**config.mk**
```make
export PLATFORM = sky130hd
export DESIGN_NAME = branch_predictor_gshare
export DESIGN_NICKNAME = d
export VERILOG_FILES = /design/src/rtl/bp_pkg.sv /design/src/rtl/bp_sat_counter.sv /design/src/rtl/branch_predictor_gshare.sv
export SDC_FILE = /design/constraint.sdc
export NUM_CORES = 1
export LEC_CHECK = 0
export CELL_PAD_IN_SITES_DETAIL_PLACEMENT = 1
export CELL_PAD_IN_SITES_GLOBAL_PLACEMENT = 1
export CORE_MARGIN = 1.5
export CORE_UTILIZATION = 39
export DETAILED_ROUTE_END_ITERATION = 12
export GPL_TIMING_DRIVEN = 0
export PLACE_DENSITY_LB_ADDON = 0.08
export SLEW_MARGIN = 20
export SYNTH_ARGS = -nofsm -noshare
export SYNTH_HDL_FRONTEND = slang
export SYNTH_SLANG_ARGS = --single-unit
```
**constraint.sdc**
```tcl
create_clock -name clk -period 1.5 [get_ports clk]
set_input_delay 0.15 -clock clk [delete_from_list [all_inputs] [get_ports clk]]
set_output_delay 0.15 -clock clk [all_outputs]
set_load 0.02 [all_outputs]
```
**src/rtl/bp_pkg.sv**
```systemverilog
// rtl/bp_pkg.sv - shared types and helpers for the gshare/bimodal branch predictor
//
// Purpose : predictor FSM state encoding and the counter initial-value helper.
// Ports   : none (package).
// Macro   : BP_GSHARE_HISTORY_EN is consumed by branch_predictor_gshare, not here.

package bp_pkg;

  typedef enum logic {
    ST_INIT = 1'b0,
    ST_RUN  = 1'b1
  } bp_state_t;

  // Weakly-not-taken: the largest value whose MSB is still 0.
  function automatic logic [3:0] ctr_init_value(input int ctr_width);
    return 4'((1 << (ctr_width - 1)) - 1);
  endfunction

endpackage

```
**src/rtl/bp_sat_counter.sv**
```systemverilog
// rtl/bp_sat_counter.sv - next-value logic for a saturating up/down counter
//
// Purpose : counter + 1 on taken, counter - 1 on not-taken, clamped to
//           [0, 2^CTR_WIDTH-1].
// Ports   : counter      in  CTR_WIDTH  current counter value
//           taken        in  1          resolved direction
//           next_counter out CTR_WIDTH  updated counter value

module bp_sat_counter #(
  parameter int CTR_WIDTH = 2
) (
  input  logic [CTR_WIDTH-1:0] counter,
  input  logic                 taken,
  output logic [CTR_WIDTH-1:0] next_counter
);

  localparam logic [CTR_WIDTH-1:0] CTR_MAX = '1;
  localparam logic [CTR_WIDTH-1:0] CTR_MIN = '0;
  localparam logic [CTR_WIDTH-1:0] CTR_ONE = CTR_WIDTH'(1);

  always_comb begin
    next_counter = counter;
    if (taken) begin
      if (counter != CTR_MAX) next_counter = counter + CTR_ONE;
    end else begin
      if (counter != CTR_MIN) next_counter = counter - CTR_ONE;
    end
  end

endmodule

```
**src/rtl/branch_predictor_gshare.sv**
```systemverilog
// rtl/branch_predictor_gshare.sv - gshare (or bimodal) branch direction predictor
//
// Purpose : pattern history table of saturating counters, looked up by the
//           fetch stage and trained by the decode stage. After reset the
//           table is swept to weakly-not-taken, one entry per cycle.
// Macro   : BP_GSHARE_HISTORY_EN - when defined, a global history register is
//           XORed into both indices (gshare); otherwise PC-only (bimodal).
// Ports   : clk                   in  1            clock, rising edge
//           rst                   in  1            synchronous active-high reset
//           IF_PC_Slice           in  TABLE_WIDTH  fetch lookup PC bits
//           IF_PredictBranchTaken out 1            combinational prediction
//           ID_PC_Slice           in  TABLE_WIDTH  resolved branch PC bits
//           ID_AttemptBranch      in  1            a branch resolved this cycle
//           ID_BranchTaken        in  1            resolved direction
//           Ready                 out 1            table initialisation done

module branch_predictor_gshare
  import bp_pkg::*;
#(
  parameter int TABLE_WIDTH = 3,
  parameter int CTR_WIDTH   = 2,
  parameter int HIST_WIDTH  = 2
) (
  input  logic                   clk,
  input  logic                   rst,
  input  logic [TABLE_WIDTH-1:0] IF_PC_Slice,
  output logic                   IF_PredictBranchTaken,
  input  logic [TABLE_WIDTH-1:0] ID_PC_Slice,
  input  logic                   ID_AttemptBranch,
  input  logic                   ID_BranchTaken,
  output logic                   Ready
);

  localparam int TABLE_SIZE = 1 << TABLE_WIDTH;
  localparam logic [CTR_WIDTH-1:0] CTR_INIT = CTR_WIDTH'(ctr_init_value(CTR_WIDTH));

  if (CTR_WIDTH < 2 || CTR_WIDTH > 4 || HIST_WIDTH < 1 || HIST_WIDTH > TABLE_WIDTH) begin : g_bad_params
    $error("branch_predictor_gshare: CTR_WIDTH or HIST_WIDTH out of range");
  end

  bp_state_t              state;
  bp_state_t              next_state;
  logic [TABLE_WIDTH-1:0] sweep_idx;
  logic                   sweep_done;
  logic [CTR_WIDTH-1:0]   pht [TABLE_SIZE];
  logic [TABLE_WIDTH-1:0] lookup_idx;
  logic [TABLE_WIDTH-1:0] update_idx;
  logic [CTR_WIDTH-1:0]   next_counter;
  logic                   accept_update;

  assign accept_update = (state == ST_RUN) && ID_AttemptBranch;

`ifdef BP_GSHARE_HISTORY_EN
  logic [HIST_WIDTH-1:0] ghr;

  // Both indices use the GHR value held before this cycle's shift.
  assign lookup_idx = IF_PC_Slice ^ TABLE_WIDTH'(ghr);
  assign update_idx = ID_PC_Slice ^ TABLE_WIDTH'(ghr);

  // The size cast drops the old MSB; written this way it also covers HIST_WIDTH=1.
  always_ff @(posedge clk) begin
    if (rst) begin
      ghr <= '0;
    end else if (accept_update) begin
      ghr <= HIST_WIDTH'({ghr, ID_BranchTaken});
    end
  end
`else
  assign lookup_idx = IF_PC_Slice;
  assign update_idx = ID_PC_Slice;
`endif

  assign sweep_done = &sweep_idx;

  always_ff @(posedge clk) begin
    if (rst) begin
      state <= ST_INIT;
    end else begin
      state <= next_state;
    end
  end

  always_comb begin
    next_state = state;
    case (state)
      ST_INIT: if (sweep_done) next_state = ST_RUN;
      ST_RUN:  next_state = ST_RUN;
    endcase
  end

  // Wraps back to 0 on the final INIT cycle; the value is unused in RUN.
  always_ff @(posedge clk) begin
    if (rst) begin
      sweep_idx <= '0;
    end else if (state == ST_INIT) begin
      sweep_idx <= sweep_idx + TABLE_WIDTH'(1);
    end
  end

  bp_sat_counter #(
    .CTR_WIDTH (CTR_WIDTH)
  ) u_sat_counter (
    .counter      (pht[update_idx]),
    .taken        (ID_BranchTaken),
    .next_counter (next_counter)
  );

  // The table has no reset: only the sweep rewrites it, and rst freezes it.
  always_ff @(posedge clk) begin
    if (!rst) begin
      if (state == ST_INIT) begin
        pht[sweep_idx] <= CTR_INIT;
      end else if (ID_AttemptBranch) begin
        pht[update_idx] <= next_counter;
      end
    end
  end

  // No bypass: a same-cycle update to the looked-up entry shows up next cycle.
  assign IF_PredictBranchTaken = (state == ST_RUN) && pht[lookup_idx][CTR_WIDTH-1];
  assign Ready                 = (state == ST_RUN);

endmodule

```
* Word level (Yosys, flattened, before mapping) *
Memory sizes are Yosys's and may differ from the RTL's.
Index checks and enable logic that the tools add are counted.

word-level totals
  flip-flop bits (word level) = 4
  bits in writable memories = 16
  bits of input ports = 10
  output and inout port bits = 2
  logic and storage cells = 27
  memories = 1

memories
  memory  depth  width  read ports  clocked after Yosys merged registers in  wr ports  line                           text
  pht     8      2      2           0                                        1         branch_predictor_gshare.sv:45  logic [CTR_WIDTH-1:0] pht [TABLE_SIZE];

cells by class
  add/subtract/negate cells = 3
  eq/ne operators = 1
  muxes and demuxes = 15
  bitwise gates (word level) = 1
  reduce and logical (&&, ||, !) cells = 4

operator list
  operator                                          number
  two-way mux 1 bit                                 9
  two-way mux 2 bit                                 4
  adder 3 x 1 -> 3 bit, second input constant       1
  two-way mux 3 bit                                 1
  AND reduction 3 bit                               1
  adder 2 x 1 -> 2 bit, second input constant       1
  inequality test 2 bit, second input constant      1
  case mux 1 bit (2 select lines)                   1
  nonzero test 2 bit                                1
  OR reduction 2 bit                                1
  subtractor 2 x 1 -> 2 bit, second input constant  1
  logical AND 1 bit                                 1
  inverter 1 bit                                    1

* Longest topological paths before layout *
  depth in word-level cells = 6
  mapped depth = 6
  mapped depth without buffers = 4

* Cells and area by module *
From an unflattened synthesis, not the netlist that was laid out.

second synthesis, totals
  cell total of the unflattened synthesis = 70
  area, all modules = 1029.7 µm²

modules (own cells, without submodules)
  module                   instances  cells an instance  area each (µm²)  sequential area each (µm²)
  branch_predictor_gshare  1          67                 1003.5           560.5
  bp_sat_counter           1          3                  26.3             0.0

* Worst setup path after synthesis *
No wires, ideal clock.

  path type = reg2reg
  start point = register state, in the netlist Ready
  end point = memory pht[6][0] (enable)
  library setup time = 310 ps
  arrival = 1377 ps
  required time = 1190 ps
  path slack = -187 ps
  cell stages (with the launch flop) = 7
  path buffers = 2
  clock period less this slack = 1687 ps
  cell sequence = dfxtp_1 clkbuf_1 and3b_1 buf_6 nand3_1 o21ai_0 nor2b_1

between the ends
  longest elaborated chain between the ends = 5
  elaborated cells between the ends (all ways) = 9
  classes of those cells = mux: 8; reduce/logical: 1

ends and longest elaborated chain
  what                                                                     line                            text
  start, declared                                                          branch_predictor_gshare.sv:41   bp_state_t state;
  start signal, assigned                                                   branch_predictor_gshare.sv:79   state <= next_state;
  two-way mux 1 bit                                                        branch_predictor_gshare.sv:111  if (state == ST_INIT) begin
  two-way mux 1 bit                                                        branch_predictor_gshare.sv:110  if (!rst) begin
  two-way mux 1 bit (not written as such)                                  branch_predictor_gshare.sv:114  pht[update_idx] <= next_counter;
  OR reduction 2 bit (no source line)                                      -
  two-way mux 3 bit (no source line) or two-way mux 1 bit (tied branches)  -
  end, declared                                                            branch_predictor_gshare.sv:45

Several ways; a longest one is shown, not always the timed one.

==> results.py <==
metrics = {
    "outcome": {
        "status": "finished with violations",
        "violations": "negative setup slack",
    },
    "drt": {
        "first_iter_violations": 11,
        "via_per_inst": 5.48,
        "drt-pass1-iter-count": 3,
        "dr_total_vias": 669,
        "avgRoutedWirePerCell_um": 18.6,
        "routed_wl_um": 2270,
        "drc": 0,
        "ant_nets": 0,
    },
    "cells_and_area": {
        "area_growth_pct": 28.4,
        "fin_cells": 122,
        "final_nets": 105,
        "fin_area_sq_um": 1310,
        "post_route_cells_drive_above_1_share_pct": 41.3,
        "diodes": 0,
        "utilization_pct": 53.0,
    },
    "power_and_ir_drop": {
        "swShare_pct": 24.0,
        "p_per_area_nw_per_um2": 838,
        "clock_power_share_pct": 28.2,
        "finalPower_mw": 1.10,
        "p_sw_uw": 264,
        "peakVddDrop_mv": 0.627,
        "internal_power_uw": 835,
        "p_leak_nw": 0.441,
        "power_frac_comb_pct": 15.3,
        "seq_power_share_pct": 56.5,
    },
    "cts": {
        "cts_made_buffers": 3,
        "h-tree-depth": 1,
        "cts.clk_slew.worst_paths_ns": 0.12,
        "cts_tree": "yes",
        "cts.sinks": 20,
        "holdBufCountCts": 0,
        "cts_max_path_buffers": 2,
        "insertion_delay_ns": 0.30,
        "clock-root-buffer": "clkbuf_4",
    },
    "worst_setup_path": {
        "crit_path_max_fanout": 8,
        "timing.rr.start": "pht[7][1]$_DFFE_PP_",
        "worst-r2r-cell-count": 4,
        "cp.arrival_ns": 1.83,
        "slowest_stage": "mux4_2",
        "worstPathRequired_ns": 1.54,
        "path_cells": "mux4_2, mux2_4, a21oi_4, o21ai_4",
        "worstSetupEndpoint": "pht[5][0]$_DFFE_PP_",
        "reg2reg_slack_ns": -0.29,
        "worstSetupStartpoint": "pht[7][1]$_DFFE_PP_",
        "crit_path_start_kind": "flip-flop",
        "crit_path_end_kind": "flip-flop",
        "slowest_delay_ns": 0.50,
        "crit_type": "reg2reg",
        "r2r_end": "pht[5][0]$_DFFE_PP_",
    },
    "placement": {
        "placed_area_sq_um": 1180,
        "hpwl_um": 1710,
        "portBuffers": 9,
        "place_inst": 116,
        "gp_congestion": 0.693,
        "dp_slack_ns": -0.662,
    },
    "grt": {
        "grt_antenna_before_repair": 0,
        "overflow": 0,
        "grt_max_degree": 12,
        "grt_first_pass_wirelength_um": 3510,
        "grt_pass1_vias": 745,
        "track_usage_pct": 17.6,
    },
    "sta": {
        "finClkSkew_ns": 0.0103,
        "setup-violations-final": 17,
        "fmax_mhz": 558,
        "finalCriticalPeriod_ns": 1.79,
        "timing_hold_violations_final": 0,
        "rsz0062_at_grt": "true",
        "worstMarginPinSlew_ns": 0.349,
        "finalMaxSlewViolations": 0,
        "slew-limit-headroom_pct": 76.6,
        "period_share_pct": 120,
        "setup_ws_ns": -0.293,
    },
    "synthesis": {
        "syn-num-nets": 89,
        "synth_common_cells": "edfxtp_1 (16), nor2_1 (11), mux4_2 (6)",
        "synth_top_area_share_pct": 47.0,
        "synth-seq-cells": 20,
        "synth_edf_count": 16,
        "ys_types": 27,
        "yosys.area.top_type": "edfxtp_1",
        "ys.flop_type": "edfxtp_1",
        "syn_avg_cell_area_sq_um": 13.3,
        "syn_inst": 77,
        "ys_warn_count": 0,
        "synthArstFlopShare_pct": 0,
        "ys_seq_area_share_pct": 54.8,
        "synthesis.area_sq_um": 1020,
        "synthMostInstantiatedCell": "edfxtp_1",
        "netlist_top_cells_area": "edfxtp_1 (47%), mux4_2 (13%), dfxtp_1 (7.8%)",
    },
    "floorplanning": {
        "fp.dieArea_sq_um": 2940,
        "ios": 12,
        "core_sq_um": 2480,
        "die_h_um": 54.2,
        "die_x_um": 54.2,
        "initial_core_util_pct": 41.3,
        "rows": 18,
    },
    "job": {
        "maxCapViolCount": 0,
    },
    "hold_path": {
        "hold_path_class": "in2reg",
    },
}
[final cells by class]
class	count	area [sq um]
Timing Repair Buffer	12	105
Fill cell	255	1160
Inverter	2	7.51
Sequential cell	20	564
Multi-Input combinational cell	51	534
Buffer	3	27.5
Tap cell	30	37.5
Clock buffer	4	36.3
[timing repair]
| action | in CTS | in global routing |
|---|---|---|
| gates resized for setup | 21 | 7 |
| buffers inserted | 2 | 0 |
| cloned | 0 | 1 |
| setup endpoints to repair | 33 | 33 |
| pin swaps | 3 | 4 |
[power groups by stage]
stage                     Sequential (mW)  Combinational, mW  Clock, mW
after floorplan                     0.630             0.0963          0
after global placement              0.632              0.137          0
after detailed placement            0.634              0.143          0
after CTS                           0.622              0.164      0.311
after global routing                0.622              0.184      0.336
final                               0.621              0.168      0.310
[flip-flops by register name, indices dropped and copies added (netlist names)]
register and count:
pht 16, Ready 1, sweep_idx 3
[stage by stage]
step / hold slack [ns] / setup TNS [ns]
2_1_floorplan: 0.215 / -1.49
3_3_place_gp: 0.485 / -9.65
3_5_place_dp: 0.503 / -11.08
4_1_cts: 0.287 / -4.69
5_1_grt: 0.313 / -5.29
6_report: 0.281 / -4.71
[metal layers]
metal  share of wire, %  up-vias  track usage [%]
met1                 43      339             20.8
met4               0.26        0             5.42
met2                 54        8             33.1
li1                   -      320                -
met3                2.5        2             1.67
met5                  0        -                0
[worst max-delay path, delay by kind of cell (launching register included)]
family          cells  cell delay [ns]
compound gates      2             0.27
flops               1             0.43
mux                 2             0.84
[cell families after synthesis]
logic type,count (synthesis),synth area share [%]
compound gates,11,6.49
fa+ha+maj,2,2.45
buf+inv,6,3.79
flops,20,54.8
mux,12,19.7
simple gates,26,12.7
[how the worst min path moves through the flow]
stage	from	to	slack [ns]	depth (start not counted)
global route	rst	sweep_idx[0]$_SDFFE_PP0N_	0.31	2
CTS	rst	sweep_idx[0]$_SDFFE_PP0N_	0.29	2
global placement	sweep_idx[0]$_SDFFE_PP0N_	sweep_idx[0]$_SDFFE_PP0N_	0.49	2
floorplan	rst	Ready$_SDFF_PP0_	0.21	1
finish	rst	sweep_idx[0]$_SDFFE_PP0N_	0.28	2
detailed placement	sweep_idx[0]$_SDFFE_PP0N_	sweep_idx[0]$_SDFFE_PP0N_	0.50	2
[layout by cell type (no fill, tap or decap), types with 3 or more instances in the layout]
cell,netlist,layout
nor2_1,11,6
clkbuf_4,0,3
nand2_1,3,3
mux2i_1,4,3
edfxtp_1,16,16
clkdlybuf4s50_1,0,6
dfxtp_1,4,3
nor2_2,0,4
buf_4,0,3
mux4_2,6,6
Power figures use the tool's default switching activity.
